**src/rtl/conv_window_gen.sv**
```systemverilog
// ============================================================================
// Module   : conv_window_gen
// Purpose  : Streaming K x K x CH sliding-window generator with stride, sof
//            resync and valid/ready on both sides.
// Options  : CONV_WIN_FRAME_CHECK_EN adds a sticky frame_err output.
// Revision : 1.0 - initial release
// ============================================================================
`default_nettype none

module conv_window_gen #(
    parameter int IMG_W  = 28,
    parameter int IMG_H  = 28,
    parameter int K      = 5,
    parameter int CH     = 1,
    parameter int DATA_W = 8,
    parameter int STRIDE = 1
) (
    input  logic                         clk,
    input  logic                         rst_n,
    input  logic                         valid_in,
    output logic                         in_ready,
    input  logic                         sof,
    input  logic [CH*DATA_W-1:0]         din,
    output logic                         win_valid,
    input  logic                         win_ready,
    output logic [K*K*CH*DATA_W-1:0]     win,
    output logic [9:0]                   win_x,
    output logic [9:0]                   win_y,
    output logic                         frame_done
`ifdef CONV_WIN_FRAME_CHECK_EN
    ,
    output logic                         frame_err
`endif
);

    localparam int              PW      = CH * DATA_W;
    localparam int              PHW     = (STRIDE > 1) ? $clog2(STRIDE) : 1;
    localparam logic [9:0]      X_LAST  = 10'(IMG_W - 1);
    localparam logic [9:0]      Y_LAST  = 10'(IMG_H - 1);
    localparam logic [9:0]      K_LAST  = 10'(K - 1);
    localparam logic [PHW-1:0]  PH_LAST = PHW'(STRIDE - 1);

    logic [PW-1:0]  line_buf [K-1][IMG_W];
    logic [PW-1:0]  lb_in    [K-1];
    logic [PW-1:0]  lb_out   [K-1];
    logic [PW-1:0]  row_in   [K];
    logic [PW-1:0]  win_reg  [K][K];

    logic [9:0]     x, y, cur_x, cur_y, nx, ny;
    logic [PHW-1:0] px, py, px_eff, py_eff, px_nxt, py_step, py_nxt;
    logic           accept, end_row, last_pix, complete;

    assign in_ready = !win_valid || win_ready;
    assign accept   = valid_in && in_ready;

    // Line buffer j delays by (K-1-j) rows; it feeds window row j.
    always_comb begin
        for (int j = 0; j < K - 1; j++) begin
            lb_out[j] = line_buf[j][0];
        end
        lb_in[K-2] = din;
        for (int j = 0; j < K - 2; j++) begin
            lb_in[j] = lb_out[j+1];
        end
        row_in[K-1] = din;
        for (int r = 0; r < K - 1; r++) begin
            row_in[r] = lb_out[r];
        end
    end

    always_ff @(posedge clk) begin
        if (accept) begin
            for (int j = 0; j < K - 1; j++) begin
                for (int i = 0; i < IMG_W - 1; i++) begin
                    line_buf[j][i] <= line_buf[j][i+1];
                end
                line_buf[j][IMG_W-1] <= lb_in[j];
            end
        end
    end

    always_ff @(posedge clk or negedge rst_n) begin
        if (!rst_n) begin
            for (int r = 0; r < K; r++) begin
                for (int c = 0; c < K; c++) begin
                    win_reg[r][c] <= '0;
                end
            end
        end else if (accept) begin
            for (int r = 0; r < K; r++) begin
                for (int c = 0; c < K - 1; c++) begin
                    win_reg[r][c] <= win_reg[r][c+1];
                end
                win_reg[r][K-1] <= row_in[r];
            end
        end
    end

    for (genvar r = 0; r < K; r++) begin : g_row
        for (genvar c = 0; c < K; c++) begin : g_col
            assign win[(r*K+c)*PW +: PW] = win_reg[r][c];
        end
    end

    // Phases are forced to 0 at the first full-kernel column/row so no divider is needed.
    always_comb begin
        cur_x    = sof ? 10'd0 : x;
        cur_y    = sof ? 10'd0 : y;
        end_row  = (cur_x == X_LAST);
        last_pix = end_row && (cur_y == Y_LAST);
        nx       = end_row ? 10'd0 : cur_x + 10'd1;
        ny       = end_row ? ((cur_y == Y_LAST) ? 10'd0 : cur_y + 10'd1) : cur_y;
        px_eff   = (cur_x == K_LAST) ? '0 : px;
        py_eff   = (cur_y == K_LAST) ? '0 : py;
        px_nxt   = (px_eff == PH_LAST) ? '0 : px_eff + PHW'(1);
        py_step  = (py_eff == PH_LAST) ? '0 : py_eff + PHW'(1);
        py_nxt   = end_row ? py_step : py_eff;
        complete = (cur_x >= K_LAST) && (cur_y >= K_LAST) && (px_eff == '0) && (py_eff == '0);
    end

    always_ff @(posedge clk or negedge rst_n) begin
        if (!rst_n) begin
            x          <= '0;
            y          <= '0;
            px         <= '0;
            py         <= '0;
            win_valid  <= 1'b0;
            win_x      <= '0;
            win_y      <= '0;
            frame_done <= 1'b0;
        end else if (accept) begin
            x          <= nx;
            y          <= ny;
            px         <= px_nxt;
            py         <= py_nxt;
            win_valid  <= complete;
            win_x      <= cur_x;
            win_y      <= cur_y;
            frame_done <= last_pix;
        end else if (win_ready) begin
            win_valid  <= 1'b0;
            frame_done <= 1'b0;
        end
    end

`ifdef CONV_WIN_FRAME_CHECK_EN
    logic first_pix, sof_mode;

    // A frame start without sof is an error for the first pixel, or once sof framing is in use.
    always_ff @(posedge clk or negedge rst_n) begin
        if (!rst_n) begin
            frame_err <= 1'b0;
            first_pix <= 1'b1;
            sof_mode  <= 1'b0;
        end else if (accept) begin
            first_pix <= 1'b0;
            if (sof) begin
                sof_mode <= 1'b1;
            end
            if (sof && (x != 10'd0 || y != 10'd0)) begin
                frame_err <= 1'b1;
            end
            if (!sof && x == 10'd0 && y == 10'd0 && (first_pix || sof_mode)) begin
                frame_err <= 1'b1;
            end
        end
    end
`endif

endmodule

`default_nettype wire
```
**config.mk**
```make
export PLATFORM = sky130hd
export DESIGN_NAME = conv_window_gen
export DESIGN_NICKNAME = d
export VERILOG_FILES = /design/src/rtl/conv_window_gen.sv
export SDC_FILE = /design/constraint.sdc
export NUM_CORES = 1
export LEC_CHECK = 0
export CAP_MARGIN = 20
export CORE_MARGIN = 3
export CORE_UTILIZATION = 50
export CTS_BUF_LIST = sky130_fd_sc_hd__clkbuf_16
export DETAILED_ROUTE_END_ITERATION = 8
export PLACE_DENSITY = 0.71
export SLEW_MARGIN = 15
export SYNTH_ARGS = -nofsm -noshare
export SYNTH_HDL_FRONTEND = slang
export SYNTH_SLANG_ARGS = --single-unit
```
**constraint.sdc**
```tcl
create_clock -name clk -period 65.7 [get_ports clk]
set_input_delay 19.71 -clock clk [delete_from_list [all_inputs] [get_ports clk]]
set_output_delay 19.71 -clock clk [all_outputs]
set_load 0.01 [all_outputs]
```
# After elaboration in Yosys (flattened, before gate mapping)
# Memories as Yosys holds them, arrays and structs flattened.
# Index checks and enable logic that the tools add are counted.
[word_totals] inputBits=13 memories=1 output_inout_bits=223 ff_bits=244 mem_bits_rw=896 word_cells=69
[memory_table] name="line_buf" words=4 width=224 read_ports=4 rd_clocked_by_memory_dff=0 wr=4 line="43" text="logic [PW-1:0] line_buf [K-1][IMG_W];"
[op_classes] addsub=4 n_reduce_logical=8 mux=15 bitwise=2 magnitude_cmp=2 eq_ne=4
[ops] op="$mux 10" n=5
[ops] op="$add 10x1->10 const B" n=2
[ops] op="$eq 10x3->1 const B" n=2
[ops] op="$eq 10x5->1 const B" n=2
[ops] op="$ge 10x3->1 const B" n=2
[ops] op="$mux 1" n=10
[ops] op="$logic_and 1x1->1" n=5
[ops] op="$add 1x1->1 const B" n=2
[ops] op="$not 1->1" n=2
[ops] op="$reduce_bool 2->1" n=1
[ops] op="$logic_not 1->1" n=1
[ops] op="$logic_or 1x1->1" n=1

# Depth between registers and ports, before layout
# Gate-level depths: netlist of the first run.
[logic_depth] word_depth=7 ltp_mapped=11 ltp_nobuf=8

# Worst setup path after synthesis of the first run
# Ideal clock, no wire load.
[synth_path] path_kind="input to register" startpoint="input port win_ready" endpoint="memory line_buf[0][0] (netlist name) (enable)" path_buffers=3 slack_ns=19.221 setup_time_ns=1.610 arrival_ns=44.868 required_ns=64.090 path_stages=6 cell_sequence="nand2b_1 clkbuf_1 nand2_1 inv_1 clkbuf_1 clkbuf_1"
[synth_rtl] item="start, declared" line="25" text="input logic win_ready,"
[synth_rtl] item="end, declared" line="43"

# Worst setup path in the final report of the first run
[layout_path] startpoint="input port win_ready" endpoint="output port in_ready"
[layout_between] elab_chain_cells=1
[layout_rtl] item="$logic_or 1x1->1" line="53" text="assign in_ready = !win_valid || win_ready;"
[layout_rtl] item="end, declared" line="21" text="output logic in_ready,"
# No other way between the ends.

==> results.toml, run 1 <==
[pwr]
finalPower_mw = 1.54
ir_drop_uv = 21.1
p_leak_nw = 16.7
power_density_mw_per_mm2 = 35.4

[cts]
clkLatencyLatePin_ps = 650
cts_root_buffer = "clkbuf_16"
clk_path_buf_depth = 3
cts_resized = 0
ctsHoldBuffers = 0
tritoncts = "built"
numCtsBuffers = 105
ctsHtreeMaxLevel = 3
post_cts_buffers = 0
cts.sinks = 1139
clkTransAtPathRegs_ps = 60

[floorplan]
die_w_um = 276
dieArea_mm2 = 0.0764
pin_count = 236
start_util = 0.508
num_rows = 98
dieHeight_um = 276
core_area_mm2 = 0.0720

[route]
routedWlPerCell_um = 17.2
final_antenna_net_count = 0
vias = 16698
drcViolationCount = 0
drtIter0Drc = 1394
drt-total-wl_um = 57000
dr.pass1.iters = 4
via_per_inst = 5.03

[job]
cap_violations = 0

[finish]
layout_common_cells = "edfxtp_1 (896), nand2_1 (650), dfrtp_1 (243), clkdlybuf4s50_1 (234), clkbuf_16 (108)"
largest_register_ff_count = 896
final_common_cell = "edfxtp_1"
syn_to_final_growth_pct = 19.2
n_antenna_cell = 0
nets = 2298
post_route_cells_drive_above_1_share = 0.0759

[timing]
finalCritPeriodShare = 0.623
worstMarginPinSlew_ps = 1090
fin_crit_ps = 40940
fmax_ghz = 0.0244
setup_viol = 0
tns_ps = 0
drv_slew = 0
finalClockSkew_ps = 21.3
relSlewSlack = 0.274
rsz0062_at_grt = "false"
final_hold_viol_count = 0

[hold_path]
hold_start = "line_buf[1][75]"
whs_path_depth = 0
min_to = "line_buf[1][83]"
hold_path_class = "reg -> reg"

[global_routing]
antenna_found_initial = 1
overflow = 0
grt_first_pass_wirelength_um = 92400
track_usage = 0.150
grt_max_degree = 209
grt_pass1_vias = 16501

[logic_synthesis]
synth_warnings = 0
async_reset_ff_frac = 0.213
ys_ff_latch = 1139
synth_cells = 1980
netlist_area_mm2 = 0.0365
synthFlopType = "edfxtp_1"
yosysSeqAreaShare = 0.903
synth_cell_types = 51
synth-edff-count = 896
syn-num-nets = 1997
syn_avg_cell_area_um2 = 18.5

[worst_setup_path]
worst-setup-path-type = "in -> out"
rrSetupSlack_ps = 60990
crit_fanout = 8
worstReg2RegStart = "win_valid"
critPathRequiredTime_ps = 45990
reg2regPathDepth = 8
reg2reg_to = "line_buf[1][122]"
endpoint_kind = "primary output"
arrival_ps = 21230
worstSetupStartpointType = "primary input"

[placement]
place.port_buffers = 235
place_congestion = 0.837
dp_hpwl_um = 30400

[run_status]
outcome = "finished, final reports clean"
[worst max-delay path by stage]
stage	startpoint	slack, ps	to
4_1_cts	win_ready	24790	in_ready
6_report	win_ready	24760	in_ready
3_3_place_gp	win_ready	24830	in_ready
2_1_floorplan	win_ready	19220	line_buf[0][0]
3_5_place_dp	win_ready	24790	in_ready
5_1_grt	win_ready	24740	in_ready
[per-stage QoR]
step / worst slack (ps) / hold slack, ps / util / cell area, um2 / instances
after CTS: 24790 / 404 / 0.603 / 43400 / 3316
after global routing: 24740 / 415 / 0.605 / 43600 / 3321
final: 24760 / 405 / 0.605 / 43600 / 3321
after floorplan: 19220 / 400 / - / 36500 / 1980
after detailed placement: 24790 / 405 / 0.556 / 40000 / 3119
after global placement: 24830 / 402 / 0.556 / 40000 / 3119
[cell families (layout without fill, tap and decap cells)]
kind of cell,count (synthesis),after routing,synth area share
AOI/OAI and AO/OA,63,63,0.0118
xor gates and xnor gates,1,1,0.000240
adders and majority gates,4,4,0.00137
buffers and inverters,70,461,0.00750
DFF,1139,1139,0.903
muxes,3,3,0.000822
and+or+nand+nor,700,700,0.0754
[per-layer routing]
| metal | share of wire | GRT usage | vias up |
|---|---|---|---|
| met5 | 0 | 0 | - |
| met4 | 0.021 | 0.0401 | 0 |
| met3 | 0.070 | 0.0432 | 97 |
| met2 | 0.43 | 0.211 | 492 |
| met1 | 0.48 | 0.232 | 8405 |
| li1 | - | - | 7704 |
[power breakdown]
part / internal (mW) / switching (mW) / total [mW]
logic: 0.0389 / 0.0476 / 0.0865
registers: 0.835 / 0.0259 / 0.861
clock network: 0.339 / 0.254 / 0.592
[worst max-delay path, cell delays in order]
cell and delay, ps:
clkdlybuf4s50_1 470, nand2b_1 400, clkdlybuf4s50_1 650
[cell type report]
class	count	area [um2]
clock buffer	108	2700
clock inverter	89	724
fill	5025	28400
inverter	10	45.0
multi-input combinational	771	3290
sequential	1139	33000
tap	950	1190
timing repair buffer	254	2620
[synthesized netlist by cell type, drive strengths merged, types with 5 or more instances]
library cell / number / area share
buf: 7 / 0.00075
clkbuf: 53 / 0.0057
dfrtp: 243 / 0.17
edfxtp: 896 / 0.74
inv: 9 / 0.00092
nand2: 651 / 0.067
nand3: 12 / 0.0016
o21ai: 26 / 0.0036
o31ai: 5 / 0.0010
o41ai: 6 / 0.0014
or4: 5 / 0.0012
Note: power is estimated with default switching activity, not from simulation.
==> run 2: changes to the inputs <==
Clock period 65.7 ns to 39.3 ns, I/O delays scaled along.
==> run 2 against run 1 <==
Against the previous run:
- combinational power increased by 65%
- setup slack got worse by 11000 ps
- power grew 65%
- first-iteration DRC count grew 6.6%
- via count about the same
- critical path depth did not move
- routed wire length is 0.34% higher
==> results.toml, run 2 (synthesis gave the netlist of run 1 again) <==
[floorplan]
dieArea_mm2 = 0.0764
core_area_mm2 = 0.0720
die_w_um = 276
dieHeight_um = 276
pin_count = 236
start_util = 0.508
num_rows = 98

[finish]
fillers = 5022
layout_common_cells = "edfxtp_1 (896), nand2_1 (650), dfrtp_1 (243), clkdlybuf4s50_1 (234), clkbuf_16 (108)"
regArea_mm2 = 0.0330
syn_to_final_growth_pct = 18.6
final_cell_area_mm2 = 0.0433
post_route_cells_drive_above_1_share = 0.0700
nets = 2297
multi_input_area_mm2 = 0.00329
largest_register_ff_count = 896
final_common_cell = "edfxtp_1"

[job]
cap_violations = 0

[timing]
finalClockSkew_ps = 23.0
drv_slew = 0
tns_ps = 0
finalCritPeriodShare = 0.638
fin_crit_ps = 25080
worstMarginPinSlew_ps = 1120
setup_viol = 0
fmax_ghz = 0.0399
rsz0062_at_grt = "false"
final_hold_viol_count = 0
relSlewSlack = 0.255

[route]
final_antenna_net_count = 0
drt-total-wl_um = 57200
drtIter0Drc = 1486
drcViolationCount = 0
routedWlPerCell_um = 17.2
via_per_inst = 5.02
vias = 16688
dr.pass1.iters = 5

[placement]
postPlaceCellArea_mm2 = 0.0400
dp_hpwl_um = 30400
place_congestion = 0.835
place.port_buffers = 235

[global_routing]
grt_max_degree = 229
antenna_found_initial = 1
track_usage = 0.151
grt_pass1_vias = 16590
overflow = 0
grt_first_pass_wirelength_um = 92700

[hold_path]
hold_path_class = "reg -> reg"

[worst_setup_path]
crit_fanout = 8
worstSetupStartpointType = "primary input"
critPathRequiredTime_ps = 27510
worst-setup-path-type = "in -> out"
endpoint_kind = "primary output"
arrival_ps = 13290

[cts]
tritoncts = "built"
post_cts_buffers = 0
ctsHtreeMaxLevel = 3
ctsHoldBuffers = 0
clkTransAtPathRegs_ps = 60
cts.sinks = 1139
numCtsBuffers = 106
cts_resized = 0
clk_path_buf_depth = 3
cts_root_buffer = "clkbuf_16"
clkLatencyLatePin_ps = 650

[run_status]
outcome = "finished, final reports clean"

[pwr]
power_density_mw_per_mm2 = 58.6
ir_drop_uv = 40.0
p_leak_nw = 16.7
run 2: cell types whose count changed in the layout (fill, tap and decap cells not counted), sizes merged:
cell and change:
bufinv -4, clkinv -5, clkinvlp -3, inv +16, buf -2, diode +1
run 2: layout make-up:
cell class / count / share of cell area
Antenna cell: 1 / 0.0000578
Clock buffer: 108 / 0.0624
Clock inverter: 93 / 0.0140
Inverter: 10 / 0.00104
Multi-Input combinational cell: 771 / 0.0758
Sequential cell: 1139 / 0.761
Tap cell: 950 / 0.0274
Timing Repair Buffer: 252 / 0.0580
run 2: report_power, final:
| group | internal [mW] | total, mW | switching (mW) |
|---|---|---|---|
| Sequential | 1.40 | 1.44 | 0.0427 |
| Clock | 0.538 | 0.956 | 0.418 |
| Combinational | 0.0638 | 0.143 | 0.0795 |
run 2: through the flow:
step           total power, mW  std cells  worst slack [ps]  hold slack [ps]   util
2_1_floorplan             1.56       1980               741              400      -
3_3_place_gp              1.60       3121             14230              401  0.556
3_5_place_dp              1.61       3121             14230              405  0.556
4_1_cts                   2.58       3322             14230              400  0.602
5_1_grt                   2.64       3323             14160              411  0.602
6_report                  2.54       3324             14220              404  0.602
run 2: path summary, 6_finish.rpt:
| path | cells after the start | from | slack, ps | end |
|---|---|---|---|---|
| worst max-delay path | 3 | win_ready | 14220 | in_ready |
| worst min-delay path | 0 | line_buf[0][246] | 400 | line_buf[0][254] |
| worst max register to register | 7 | win_valid | 35310 | x[9] |
| worst min register to register | 0 | line_buf[0][246] | 400 | line_buf[0][254] |
| max in group asynchronous | 2 | rst_n | 26650 | win[193] |
| min in group asynchronous | 1 | rst_n | 11140 | win[95] |
run 2: layer usage:
layer,vias to the layer above,wire length [um],track usage
li1,7707,-,-
met5,-,0,0
met2,520,24700,0.211
met1,8363,27100,0.234
met3,98,4220,0.0426
met4,0,1140,0.0404
run 2: critical path, stage by stage:
cell and delay (ps):
clkdlybuf4s50_1 490, nand2b_1 390, clkdlybuf4s50_1 630
